**config.mk**
```make
export PLATFORM = sky130hd
export DESIGN_NAME = complex_mult_scheduler_flat
export DESIGN_NICKNAME = d
export VERILOG_FILES = /design/src/rtl/complex_mult_pkg.sv /design/src/rtl/complex_mult_scheduler_if.sv /design/src/rtl/complex_mult_scheduler_rr_arbiter.sv /design/src/rtl/complex_mult_scheduler.sv /design/src/flat_wrapper.sv
export SDC_FILE = /design/constraint.sdc
export NUM_CORES = 1
export LEC_CHECK = 0
export CAP_MARGIN = 30
export CORE_ASPECT_RATIO = 1.4
export CORE_MARGIN = 1
export CORE_UTILIZATION = 45
export CTS_CLUSTER_SIZE = 28
export DETAILED_ROUTE_END_ITERATION = 10
export PLACE_DENSITY = 0.75
export SLEW_MARGIN = 20
export SYNTH_ARGS = -nofsm -noshare
export SYNTH_HDL_FRONTEND = slang
export SYNTH_SLANG_ARGS = --single-unit
```
**constraint.sdc**
```tcl
create_clock -name i_clk -period 20.7 [get_ports i_clk]
set_clock_uncertainty 0.15 [all_clocks]
set_input_delay 6.21 -clock i_clk [delete_from_list [all_inputs] [get_ports i_clk]]
set_output_delay 6.21 -clock i_clk [all_outputs]
set_load 0.01 [all_outputs]
```
**src/rtl/complex_mult_pkg.sv**
```systemverilog
// Shared types and constants for the complex multiply scheduler:
// FSM state encoding, datapath widths and operand offsets inside a requester slot.
package complex_mult_pkg;

    localparam int OP_W       = 8;
    localparam int RES_W      = 16;
    localparam int REQ_DATA_W = 32;

    // Slot layout is {op_1=A1, op_2=B1, op_3=A2, op_4=B2}
    localparam int OP1_OFS = 24;
    localparam int OP2_OFS = 16;
    localparam int OP3_OFS = 8;
    localparam int OP4_OFS = 0;

    typedef enum logic [2:0] {
        IDLE = 3'd0,
        M0   = 3'd1,
        M1   = 3'd2,
        M2   = 3'd3,
        M3   = 3'd4,
        RESP = 3'd5
    } state_t;

endpackage

```
**src/rtl/complex_mult_scheduler_if.sv**
```systemverilog
// Request/result bus of the complex multiply scheduler; slave side is the scheduler,
// master side is the requesting DSP stages plus the result consumer.
interface complex_mult_scheduler_if
    import complex_mult_pkg::*;
#(
    parameter int NUM_REQ = 4
);
    localparam int ID_W = $clog2(NUM_REQ);

    logic [NUM_REQ-1:0]            req_valid;
    logic [NUM_REQ-1:0]            req_ready;
    logic [REQ_DATA_W*NUM_REQ-1:0] req_data;
    logic                          res_valid;
    logic                          res_ready;
    logic [ID_W-1:0]               res_id;
    logic [RES_W-1:0]              real_part_num;
    logic [RES_W-1:0]              imag_part_num;
    logic                          busy;

    modport slave (
        input  req_valid, req_data, res_ready,
        output req_ready, res_valid, res_id, real_part_num, imag_part_num, busy
    );

    modport master (
        output req_valid, req_data, res_ready,
        input  req_ready, res_valid, res_id, real_part_num, imag_part_num, busy
    );

endinterface

```
**src/rtl/complex_mult_scheduler_rr_arbiter.sv**
```systemverilog
// Combinational round-robin arbiter: grants the first requester at or after i_ptr,
// wrapping around; the pointer itself is owned by the caller.
module rr_arbiter #(
    parameter  int NUM_REQ = 4,
    localparam int ID_W    = $clog2(NUM_REQ)
) (
    input  logic [NUM_REQ-1:0] i_req,
    input  logic [ID_W-1:0]    i_ptr,
    output logic [NUM_REQ-1:0] o_grant,
    output logic [ID_W-1:0]    o_gidx,
    output logic               o_any
);

    logic            w_found;
    logic [ID_W-1:0] w_idx;

    always_comb begin
        o_grant = '0;
        o_gidx  = '0;
        w_found = 1'b0;
        w_idx   = '0;
        for (int k = 0; k < NUM_REQ; k++) begin
            w_idx = ID_W'((int'(i_ptr) + k) % NUM_REQ);
            if (!w_found && i_req[w_idx]) begin
                w_found        = 1'b1;
                o_grant[w_idx] = 1'b1;
                o_gidx         = w_idx;
            end
        end
    end

    assign o_any = |i_req;

endmodule

```
**src/rtl/complex_mult_scheduler.sv**
```systemverilog
// Time-shares one 8x8 multiplier across NUM_REQ requesters to form complex products.
// Optional macro CMS_SIGNED_EN: operands/results are two's-complement instead of unsigned.
module complex_mult_scheduler
    import complex_mult_pkg::*;
#(
    parameter int NUM_REQ = 4
) (
    input  logic                    i_clk,
    input  logic                    i_rst,
    complex_mult_scheduler_if.slave io_bus
);

    localparam int ID_W = $clog2(NUM_REQ);

    state_t                r_state, w_next;
    logic [NUM_REQ-1:0]    w_grant;
    logic [ID_W-1:0]       w_gidx;
    logic                  w_any;
    logic                  w_can_accept;
    logic                  w_accept;
    logic [REQ_DATA_W-1:0] w_sel_data;
    logic [OP_W-1:0]       w_mul_a, w_mul_b;
    logic [RES_W-1:0]      w_prod;

    logic [ID_W-1:0]       r_ptr, r_gid, r_res_id;
    logic [REQ_DATA_W-1:0] r_ops;
    logic [RES_W-1:0]      r_buff, r_real_tmp, r_real, r_imag;
    logic                  r_res_valid;

    function automatic logic [RES_W-1:0] mul8(input logic [OP_W-1:0] a, input logic [OP_W-1:0] b);
`ifdef CMS_SIGNED_EN
        logic signed [RES_W-1:0] sa, sb;
        sa = {{(RES_W-OP_W){a[OP_W-1]}}, a};
        sb = {{(RES_W-OP_W){b[OP_W-1]}}, b};
        return sa * sb;
`else
        return {{(RES_W-OP_W){1'b0}}, a} * {{(RES_W-OP_W){1'b0}}, b};
`endif
    endfunction

    rr_arbiter #(.NUM_REQ(NUM_REQ)) u_arb (
        .i_req   (io_bus.req_valid),
        .i_ptr   (r_ptr),
        .o_grant (w_grant),
        .o_gidx  (w_gidx),
        .o_any   (w_any)
    );

    // Reset gates acceptance so the strobe reads 0 while reset is held
    assign w_can_accept     = !i_rst && ((r_state == IDLE) || (r_state == RESP && io_bus.res_ready));
    assign w_accept         = w_any && w_can_accept;
    assign io_bus.req_ready = w_accept ? w_grant : '0;

    always_comb begin
        w_sel_data = '0;
        for (int i = 0; i < NUM_REQ; i++) begin
            w_sel_data = w_sel_data | ({REQ_DATA_W{w_grant[i]}} & io_bus.req_data[i*REQ_DATA_W +: REQ_DATA_W]);
        end
    end

    always_ff @(posedge i_clk or posedge i_rst) begin
        if (i_rst) r_state <= IDLE;
        else       r_state <= w_next;
    end

    always_comb begin
        w_next = r_state;
        case (r_state)
            IDLE:    if (w_accept) w_next = M0;
            M0:      w_next = M1;
            M1:      w_next = M2;
            M2:      w_next = M3;
            M3:      w_next = RESP;
            RESP:    if (io_bus.res_ready) w_next = w_accept ? M0 : IDLE;
            default: w_next = IDLE;
        endcase
    end

    // Single multiplier: operand pair selected by the step being executed
    always_comb begin
        w_mul_a = r_ops[OP1_OFS +: OP_W];
        w_mul_b = r_ops[OP3_OFS +: OP_W];
        case (r_state)
            M1:      begin w_mul_a = r_ops[OP2_OFS +: OP_W]; w_mul_b = r_ops[OP4_OFS +: OP_W]; end
            M2:      begin w_mul_a = r_ops[OP1_OFS +: OP_W]; w_mul_b = r_ops[OP4_OFS +: OP_W]; end
            M3:      begin w_mul_a = r_ops[OP2_OFS +: OP_W]; w_mul_b = r_ops[OP3_OFS +: OP_W]; end
            default: ;
        endcase
    end

    assign w_prod = mul8(w_mul_a, w_mul_b);

    // Real part is parked in r_real_tmp so the published outputs only change with a new result
    always_ff @(posedge i_clk or posedge i_rst) begin
        if (i_rst) begin
            r_ptr       <= '0;
            r_gid       <= '0;
            r_ops       <= '0;
            r_buff      <= '0;
            r_real_tmp  <= '0;
            r_real      <= '0;
            r_imag      <= '0;
            r_res_id    <= '0;
            r_res_valid <= 1'b0;
        end else begin
            if (w_accept) begin
                r_ptr <= (w_gidx == ID_W'(NUM_REQ - 1)) ? '0 : w_gidx + 1'b1;
                r_gid <= w_gidx;
                r_ops <= w_sel_data;
            end
            case (r_state)
                M0:      r_buff     <= w_prod;
                M1:      r_real_tmp <= r_buff - w_prod;
                M2:      r_buff     <= w_prod;
                M3: begin
                    r_real   <= r_real_tmp;
                    r_imag   <= r_buff + w_prod;
                    r_res_id <= r_gid;
                end
                default: ;
            endcase
            if (r_state == M3)                          r_res_valid <= 1'b1;
            else if (r_res_valid && io_bus.res_ready)   r_res_valid <= 1'b0;
        end
    end

    assign io_bus.res_valid     = r_res_valid;
    assign io_bus.res_id        = r_res_id;
    assign io_bus.real_part_num = r_real;
    assign io_bus.imag_part_num = r_imag;
    assign io_bus.busy          = (r_state != IDLE);

endmodule

```
**src/flat_wrapper.sv**
```systemverilog
// flat-port wrapper written by rule: the top's interface ports become plain ports
module complex_mult_scheduler_flat import complex_mult_pkg::*;
#(
    parameter int NUM_REQ = 4
)
  (i_clk, i_rst, io_bus_req_valid, io_bus_req_data, io_bus_res_ready, io_bus_req_ready, io_bus_res_valid, io_bus_res_id, io_bus_real_part_num, io_bus_imag_part_num, io_bus_busy);
  complex_mult_scheduler_if #(.NUM_REQ(NUM_REQ)) io_bus_i ();
  input  logic i_clk;
  input  logic i_rst;
  input wire logic [$bits(io_bus_i.req_valid)-1:0] io_bus_req_valid;
  input wire logic [$bits(io_bus_i.req_data)-1:0] io_bus_req_data;
  input wire logic [$bits(io_bus_i.res_ready)-1:0] io_bus_res_ready;
  output wire logic [$bits(io_bus_i.req_ready)-1:0] io_bus_req_ready;
  output wire logic [$bits(io_bus_i.res_valid)-1:0] io_bus_res_valid;
  output wire logic [$bits(io_bus_i.res_id)-1:0] io_bus_res_id;
  output wire logic [$bits(io_bus_i.real_part_num)-1:0] io_bus_real_part_num;
  output wire logic [$bits(io_bus_i.imag_part_num)-1:0] io_bus_imag_part_num;
  output wire logic [$bits(io_bus_i.busy)-1:0] io_bus_busy;
  assign io_bus_i.req_valid = io_bus_req_valid;
  assign io_bus_i.req_data = io_bus_req_data;
  assign io_bus_i.res_ready = io_bus_res_ready;
  assign io_bus_req_ready = io_bus_i.req_ready;
  assign io_bus_res_valid = io_bus_i.res_valid;
  assign io_bus_res_id = io_bus_i.res_id;
  assign io_bus_real_part_num = io_bus_i.real_part_num;
  assign io_bus_imag_part_num = io_bus_i.imag_part_num;
  assign io_bus_busy = io_bus_i.busy;
  complex_mult_scheduler #(.NUM_REQ(NUM_REQ)) u_core (.i_clk(i_clk), .i_rst(i_rst), .io_bus(io_bus_i));
endmodule
```
==> results of run 1 <==
## final cells by class
class | instances | area [µm²] | share of cell area [%]
tap | 244 | 305 | 2.80
multi-input combinational | 784 | 5490 | 50.4
timing repair buffer | 184 | 1820 | 16.7
clock buffer | 9 | 225 | 2.07
sequential | 106 | 2650 | 24.3
inverter | 85 | 322 | 2.95
antenna | 2 | 5.00 | 0.0459
clock inverter | 7 | 83.8 | 0.769
## worst min-delay path, stage by stage (launching register included)
cell and delay [ns]:
dfrtp_1 0.35, nand2_1 0.05, nand2_1 0.05
## per-layer routing
layer	track usage (%)	share of wire, %	up-vias	wire (µm)
li1	-	-	3835	-
met1	25.6	40	3620	8520
met2	39.9	52	246	11100
met3	2.77	4.0	47	847
met4	9.13	3.2	0	682
met5	0	0	-	0
## sequential cells by signal, summed over array words and instances, names as in the netlist
| register | count |
|---|---|
| u_core.io_bus.imag_part_num | 16 |
| u_core.io_bus.real_part_num | 16 |
| u_core.io_bus.res_id | 2 |
| u_core.io_bus.res_valid | 1 |
| u_core.r_buff | 16 |
| u_core.r_gid | 2 |
| u_core.r_ops | 32 |
| u_core.r_ptr | 2 |
| u_core.r_real_tmp | 16 |
| u_core.r_state | 3 |
## worst paths after layout
| path | cells after the start | endpoint | slack, ns | from |
|---|---|---|---|---|
| worst max-delay path | 8 | io_bus_req_ready[1] | 5.06 | io_bus_req_valid[2] |
| worst min-delay path | 2 | u_core.io_bus.real_part_num[9] | 0.32 | u_core.r_real_tmp[9] |
| worst max register to register | 24 | u_core.io_bus.imag_part_num[13] | 12.62 | u_core.r_state[1] |
| worst min register to register | 2 | u_core.io_bus.real_part_num[9] | 0.32 | u_core.r_real_tmp[9] |
| max in group asynchronous | 3 | u_core.r_ops[30] | 13.09 | i_rst |
| min in group asynchronous | 2 | u_core.io_bus.res_valid | 6.14 | i_rst |
## cells in the final DEF, fill, tap and decap left out, types with 3 or more instances in the layout
cell,instances
a21o_1,9
a222oi_1,32
nor2_1,131
a221oi_1,3
o21ai_0,61
and2_1,6
nor4_1,7
nand3_1,8
buf_4,10
clkdlybuf4s50_1,174
ha_1,76
and3_1,5
or2_2,7
xnor2_1,26
mux2_2,3
a22oi_1,3
nand2b_1,7
nand2_1,154
o31ai_1,3
dfrtp_1,106
nor2b_1,7
fa_1,38
a21oi_1,59
o21bai_1,9
o41ai_1,3
mux2i_1,20
nor3_1,6
xor2_1,12
inv_1,84
or3_1,3
clkbuf_16,9
or4_1,3
a31oi_1,44
## cell families after synthesis
| group | Yosys count | synth area share [%] |
|---|---|---|
| DFF | 106 | 30.5 |
| xor gates and xnor gates | 38 | 3.83 |
| and+or+nand+nor | 359 | 17.7 |
| AOI/OAI and AO/OA | 248 | 18.6 |
| buffers and inverters | 138 | 6.48 |
| muxes | 25 | 3.21 |
| adders and majority gates | 114 | 19.7 |
## metrics by stage
stage	setup slack [ns]	util [%]	hold WS, ns
finish	5.06	58.1	0.322
global route	4.90	58.1	0.349
CTS	5.09	58.1	0.325
detailed placement	5.10	56.4	0.306
global placement	5.19	56.4	0.298
floorplan	4.44	-	0.285
==> flow_summary.ini, run 1 <==
[status]
status = finished, violations left
violations = design-rule violations

[clock_network]
cts_tree = yes
cts-resized-gates = 0
cts_root_buf = clkbuf_16
hold_buffers = 0
clock_path_buffers = 2
clock-sinks = 106
cts_setup_buffers = 0
cts.htree.levels = 3
insertion_delay_ns = 0.35
cts_buffers = 9
clk_pin_slew_ns = 0.07

[yosys]
yosys.area.top_type = dfrtp_1
syn-cell-area_um2 = 8690
syn_nets = 1277
seq_area_frac_synth_pct = 30.5
synthArstFlopShare_pct = 100
syn-instance-count = 1028
synth-seq-cells = 106
synth_ff_type = dfrtp_1
syn_area_per_cell_um2 = 8.46
yosysUniqueCellTypes = 62
synth.most_common_cell = nand2_1
yosys_warnings = 0
yosysTopAreaCellShare_pct = 30.5
synth_common_cells = 154 x nand2_1, 131 x nor2_1, 106 x dfrtp_1
synthTopCellsByArea = dfrtp_1 31%, ha_1 11%, fa_1 8.8%
synth_edf_count = 0

[sta]
setup_viol = 0
period_share_pct = 75.6
worst_pin_slew_ns = 0.867
rsz0062_at_grt = no
final_hold_viol_count = 0
slew_viol_final = 0
setup_tns_ns = 0
slew_headroom_pct = 41.4
fmax_ghz = 0.0639
period_minus_slack_ns = 15.64

[flow_run]
maxCapViolCount = 0

[routing]
drtIter0Drc = 471
first_pass_iters = 11
ant_nets = 0
wl_um = 21100
routed_via_density = 5.45
avgRoutedWirePerCell_um = 14.9
drc_errors = 3
vias = 7748

[final_layout]
syn2layout_area_growth_pct = 25.3
fin_area_um2 = 10900
drive_above_1_share_pct = 4.00
instances_no_fill = 1421
fillCellCount = 1736
nets = 1419

[floorplan]
dieArea_um2 = 19900
rows = 59
boundaryPins = 175
die_h_um = 166
die_w_um = 119
core_region_area_um2 = 18800
initial_core_util_pct = 46.4

[place]
port_buffers = 174
dp_cells = 1403
gp_congestion = 0.882
dp_hpwl_um = 16600
place_area_um2 = 10600

[setup_path]
crit_path_end_kind = output pin
path_common_cell = clkdlybuf4s50_1
critPathBufInv = 2
crit_required_ns = 14.34
crit_family = compound AO/OA/AOI/OAI gates
arrival_ns = 9.28
worstSetupPathType = in -> out
worstPathMaxFanout = 33
slowest_stage = clkdlybuf4s50_1
crit_chain = clkdlybuf4s50_1 > or3b_1 > a211oi_1 > a31oi_1 > o21ai_1 > a221o_2 > and2_1 > clkdlybuf4s50_1
slowest_delay_ns = 0.62
critical_path.startpoint_type = primary input

[grt]
grt_max_degree = 59
antenna_found_initial = 2
grt_pass1_wl_um = 35800
grt_pass1_vias = 7676
gr-usage-all-layers_pct = 21.9
grt.overflow.total = 0

[worst_hold_path]
hold_class = reg -> reg
Power of run 1 is not shown: default switching activity piles up to over one toggle a cycle in this logic, so the estimate is an artifact.
==> run 2: changes to the inputs <==
==> constraint.sdc (replaced) <==
create_clock -name i_clk -period 15.1 [get_ports i_clk]
set_clock_uncertainty 0.15 [all_clocks]
set_input_delay 4.53 -clock i_clk [delete_from_list [all_inputs] [get_ports i_clk]]
set_output_delay 4.53 -clock i_clk [all_outputs]
set_load 0.01 [all_outputs]
==> run 2 against run 1 <==
Against the previous run: clock-buffer cell count rose by 2; critical path depth did not move; register-to-register slack got worse by 5.7 ns; worst hold slack worse by 0.0013 ns; the flow now finishes without violations; non-clock buffer count is the same; final cell count unchanged; via count up 0.15%; sequential share of layout area hardly changed; flip-flop and latch count unchanged.
==> flow_summary.ini, run 2 (synthesized netlist as in run 1, its figures left out) <==
[final_layout]
multi_input_area_um2 = 5490
max_flop_register = u_core.r_ops
regArea_um2 = 2650
largest_register_ff_count = 32
drive_above_1_share_pct = 4.00
nets = 1419
fillCellCount = 1706
fin_area_um2 = 10900
mostFrequentLayoutCells = 174 x clkdlybuf4s50_1, 154 x nand2_1, 131 x nor2_1
syn2layout_area_growth_pct = 25.5
layout_commonest_cell = clkdlybuf4s50_1

[clock_network]
clock-sinks = 106
cts-resized-gates = 0
clock_path_buffers = 2
cts_setup_buffers = 0
cts_buffers = 9
cts.htree.levels = 3
cts_tree = yes
cts_root_buf = clkbuf_16
clk_pin_slew_ns = 0.08
hold_buffers = 0
insertion_delay_ns = 0.37

[worst_hold_path]
hp-start = u_core.r_real_tmp[10]
hold_class = reg -> reg
hold_path_depth = 2

[setup_path]
crit_required_ns = 10.42
critical_path.startpoint_type = primary input
crit_path_start = io_bus_req_valid[2]
critPathBufInv = 2
crit_path_end_kind = output pin
arrival_ns = 7.63
path_depth = 8
slowest_delay_ns = 0.63
worstPathMaxFanout = 33
crit_chain = clkdlybuf4s50_1 > or3b_1 > a211oi_1 > a31oi_1 > o21ai_1 > a221o_2 > and2_1 > clkdlybuf4s50_1
timing.rr.start = u_core.r_state[1]
path_common_cell = clkdlybuf4s50_1
worstSetupPathType = in -> out
slowest_stage = a221o_2
reg2regPathDepth = 24
crit_family = compound AO/OA/AOI/OAI gates

[grt]
antenna_found_initial = 2
grt_max_degree = 57
grt_util_met2_pct = 41.1
grt_pass1_vias = 7727
met3_usage_pct = 2.33
grt.overflow.total = 0
grt-busiest-layer = met2
grt_pass1_wl_um = 35900
met1_usage_pct = 25.2
gr-usage-all-layers_pct = 22.0

[status]
status = completed

[place]
place_area_um2 = 10600
port_buffers = 174
dp_hpwl_um = 16700
gp_congestion = 0.872

[floorplan]
initial_core_util_pct = 46.4
die_h_um = 166
rows = 59
core_region_area_um2 = 18800
die_w_um = 119
dieArea_um2 = 19900
boundaryPins = 175

[sta]
period_minus_slack_ns = 12.31
worst_pin_slew_ns = 0.918
slew_headroom_pct = 37.1
setup_tns_ns = 0
rsz0062_at_grt = no
slew_viol_final = 0
fmax_ghz = 0.0812
period_share_pct = 81.5
setup_viol = 0
timing.hold.ws_ns = 0.321
final_hold_viol_count = 0

[routing]
first_pass_iters = 5
wl_um = 21400
routed_via_density = 5.46
avgRoutedWirePerCell_um = 15.1
drtIter0Drc = 527
ant_nets = 0
vias = 7760
drc_errors = 0

[flow_run]
maxCapViolCount = 0
-- run 2: worst reg2reg max path, stage by stage (launching register included) --
cell and delay [ns]:
dfrtp_1 0.54, nand2b_1 0.44, a21oi_2 0.71, mux2i_1 0.72
nor2_1 0.18, fa_1 0.51, fa_1 0.50, inv_1 0.05
fa_1 0.48, fa_1 0.49, inv_1 0.04, ha_1 0.30
inv_1 0.13, nor2_1 0.06, o21ai_0 0.24, nor2b_1 0.19
xor2_1 0.23, inv_1 0.07, ha_1 0.50, and2_1 0.28
nand4_1 0.11, o21ai_0 0.51, a21oi_1 0.17, or4_1 0.41
nand3_1 0.09
-- run 2: path summary, 6_finish.rpt --
path | endpoint | slack (ns)
worst min-delay path | u_core.io_bus.real_part_num[10] | 0.32
min in group asynchronous | u_core.r_ops[11] | 4.47
worst max register to register | u_core.io_bus.imag_part_num[13] | 6.94
worst max-delay path | io_bus_req_ready[1] | 2.79
worst min register to register | u_core.io_bus.real_part_num[10] | 0.32
max in group asynchronous | u_core.io_bus.real_part_num[11] | 9.21
-- run 2: routing by layer --
layer / vias to the layer above / wire length (µm)
met3: 38 / 890
li1: 3840 / -
met4: 0 / 610
met2: 224 / 11300
met5: - / 0
met1: 3658 / 8620
-- run 2: final cells by class --
| cell class | instances | share of cell area (%) |
|---|---|---|
| Clock inverter | 5 | 0.619 |
| Antenna cell | 2 | 0.0459 |
| Inverter | 85 | 2.95 |
| Timing Repair Buffer | 184 | 16.7 |
| Clock buffer | 11 | 2.32 |
| Multi-Input combinational cell | 784 | 50.3 |
| Sequential cell | 106 | 24.3 |
| Tap cell | 244 | 2.80 |
-- run 2: metrics by stage --
stage | std cells | worst slack, ns | utilization, %
6_report | 1421 | 2.79 | 58.2
5_1_grt | 1421 | 2.61 | 58.2
2_1_floorplan | 1028 | 2.20 | -
4_1_cts | 1419 | 2.86 | 58.1
3_5_place_dp | 1403 | 2.88 | 56.4
3_3_place_gp | 1403 | 2.92 | 56.4
Power of run 2 is left out for the same reason.
==> run 3: changes to the inputs <==
==> constraint.sdc (replaced) <==
create_clock -name i_clk -period 11.43 [get_ports i_clk]
set_clock_uncertainty 0.15 [all_clocks]
set_input_delay 3.429 -clock i_clk [delete_from_list [all_inputs] [get_ports i_clk]]
set_output_delay 3.429 -clock i_clk [all_outputs]
set_load 0.01 [all_outputs]
==> run 3 against run 2 <==
Against the previous run: worst hold slack lost 0.00066 ns; clock-buffer cell count shrank 2; flip-flop and latch count did not move; via count is 0.95% higher; core utilization hardly changed; first-iteration DRC count down 7.2%; final cell count did not move; non-clock buffer count stayed put; die area stayed put; register-to-register slack got worse by 3.8 ns; sequential share of layout area is essentially flat; critical path type unchanged; critical endpoint unchanged; largest cell class unchanged.
==> flow_summary.ini, run 3 (synthesized netlist as in run 1, its figures left out) <==
[status]
status = completed

[final_layout]
nets = 1419
instances_no_fill = 1421
syn2layout_area_growth_pct = 25.4
largest_register_ff_count = 32
drive_above_1_share_pct = 4.00
mostFrequentLayoutCells = 174 x clkdlybuf4s50_1, 154 x nand2_1, 131 x nor2_1
layout_commonest_cell = clkdlybuf4s50_1
max_flop_register = u_core.r_ops
fin_area_um2 = 10900

[setup_path]
path_common_cell = clkdlybuf4s50_1
worstSetupPathType = in -> out
critical_path.startpoint_type = primary input
regToRegSetupSlack_ns = 3.19
critPathBufInv = 2
crit_chain = clkdlybuf4s50_1 > or3b_1 > a211oi_1 > a31oi_1 > o21ai_1 > a221o_2 > and2_1 > clkdlybuf4s50_1
arrival_ns = 6.47
slowest_stage = a221o_2
reg2regPathDepth = 24
crit_path_end_kind = output pin
worstPathMaxFanout = 33
crit_required_ns = 7.85
slowest_delay_ns = 0.63
timing.rr.start = u_core.r_state[1]
r2r-end = u_core.io_bus.imag_part_num[13]
crit_family = compound AO/OA/AOI/OAI gates

[place]
dp_hpwl_um = 16900
place_area_um2 = 10600
port_buffers = 174
gp_congestion = 0.902
dp_cells = 1403

[sta]
setup_viol = 0
fmax_ghz = 0.0995
period_share_pct = 87.9
final_hold_viol_count = 0
setup_tns_ns = 0
rsz0062_at_grt = no
slew_viol_final = 0
slew_headroom_pct = 40.1
period_minus_slack_ns = 10.05
worst_pin_slew_ns = 0.898

[floorplan]
dieArea_um2 = 19900
initial_core_util_pct = 46.4
core_region_area_um2 = 18800
boundaryPins = 175
die_h_um = 166
die_w_um = 119
rows = 59

[grt]
grt_max_degree = 59
gr-usage-all-layers_pct = 22.7
antenna_found_initial = 2
grt_pass1_wl_um = 37100
grt.overflow.total = 0
grt_pass1_vias = 7858

[worst_hold_path]
hold_class = reg -> reg
hold_path_depth = 2
hp-start = u_core.r_real_tmp[1]
min_to = u_core.io_bus.real_part_num[1]

[clock_network]
cts_root_buf = clkbuf_16
clock-sinks = 106
cts_buffers = 9
insertion_delay_ns = 0.36
cts.htree.levels = 3
clk_pin_slew_ns = 0.08
hold_buffers = 0
cts_setup_buffers = 0
clock_path_buffers = 2
cts_tree = yes
cts-resized-gates = 0

[routing]
vias = 7834
first_pass_iters = 6
drc_errors = 0
ant_nets = 0
avgRoutedWirePerCell_um = 15.1
routed_via_density = 5.51
drtIter0Drc = 489
wl_um = 21500

[flow_run]
maxCapViolCount = 0
==> run 3: changes by cell type in the layout (fill, tap and decap cells not counted) <==
cell / change
clkbuf_8: -2
or2_1: +1
buf_4: -1
clkinv_8: +1
or2_0: -1
inv_6: +1
buf_2: +1
==> run 3: how the worst max path moves through the flow <==
| stage | end | slack, ns | cells past startpoint | startpoint |
|---|---|---|---|---|
| 6_report | io_bus_req_ready[1] | 1.38 | 8 | io_bus_req_valid[2] |
| 3_3_place_gp | io_bus_req_ready[1] | 1.45 | 8 | io_bus_req_valid[2] |
| 5_1_grt | io_bus_req_ready[1] | 1.27 | 8 | io_bus_req_valid[2] |
| 4_1_cts | io_bus_req_ready[1] | 1.42 | 8 | io_bus_req_valid[2] |
| 3_5_place_dp | io_bus_req_ready[1] | 1.43 | 8 | io_bus_req_valid[2] |
| 2_1_floorplan | io_bus_req_ready[2] | 0.73 | 6 | i_rst |
==> run 3: worst reg2reg max path, delay by kind of cell, from the launching register on <==
| kind | cells | cell delay (ns) |
|---|---|---|
| flops | 1 | 0.61 |
| xor+xnor | 1 | 0.24 |
| mux | 1 | 0.80 |
| fa+ha+maj | 6 | 2.46 |
| simple gates | 8 | 1.76 |
| compound gates | 5 | 2.01 |
| buf+inv | 3 | 0.16 |
==> run 3: final cells by class <==
class                      count  area (µm²)
sequential                   106        2650
timing repair buffer         184        1810
multi-input combinational    784        5490
clock buffer                   9         225
tap                          244         305
fill                        1673        7850
antenna                        2        5.00
inverter                      85         322
clock inverter                 7        92.6
==> run 3: stage by stage <==
step / setup slack (ns) / hold slack [ns] / utilization [%]
floorplan: 0.728 / 0.285 / -
global placement: 1.45 / 0.297 / 56.4
detailed placement: 1.43 / 0.300 / 56.4
CTS: 1.42 / 0.322 / 58.1
global route: 1.27 / 0.344 / 58.1
finish: 1.38 / 0.320 / 58.1
==> run 3: metal layers <==
layer  GRT usage [%]  share of wire (%)  wire length, µm
met4            8.86                2.7              588
met1            26.1                 40             8550
met3            2.67                4.4              955
met5               0                  0                0
met2            42.2                 53            11400
Power of run 3 is left out for the same reason.
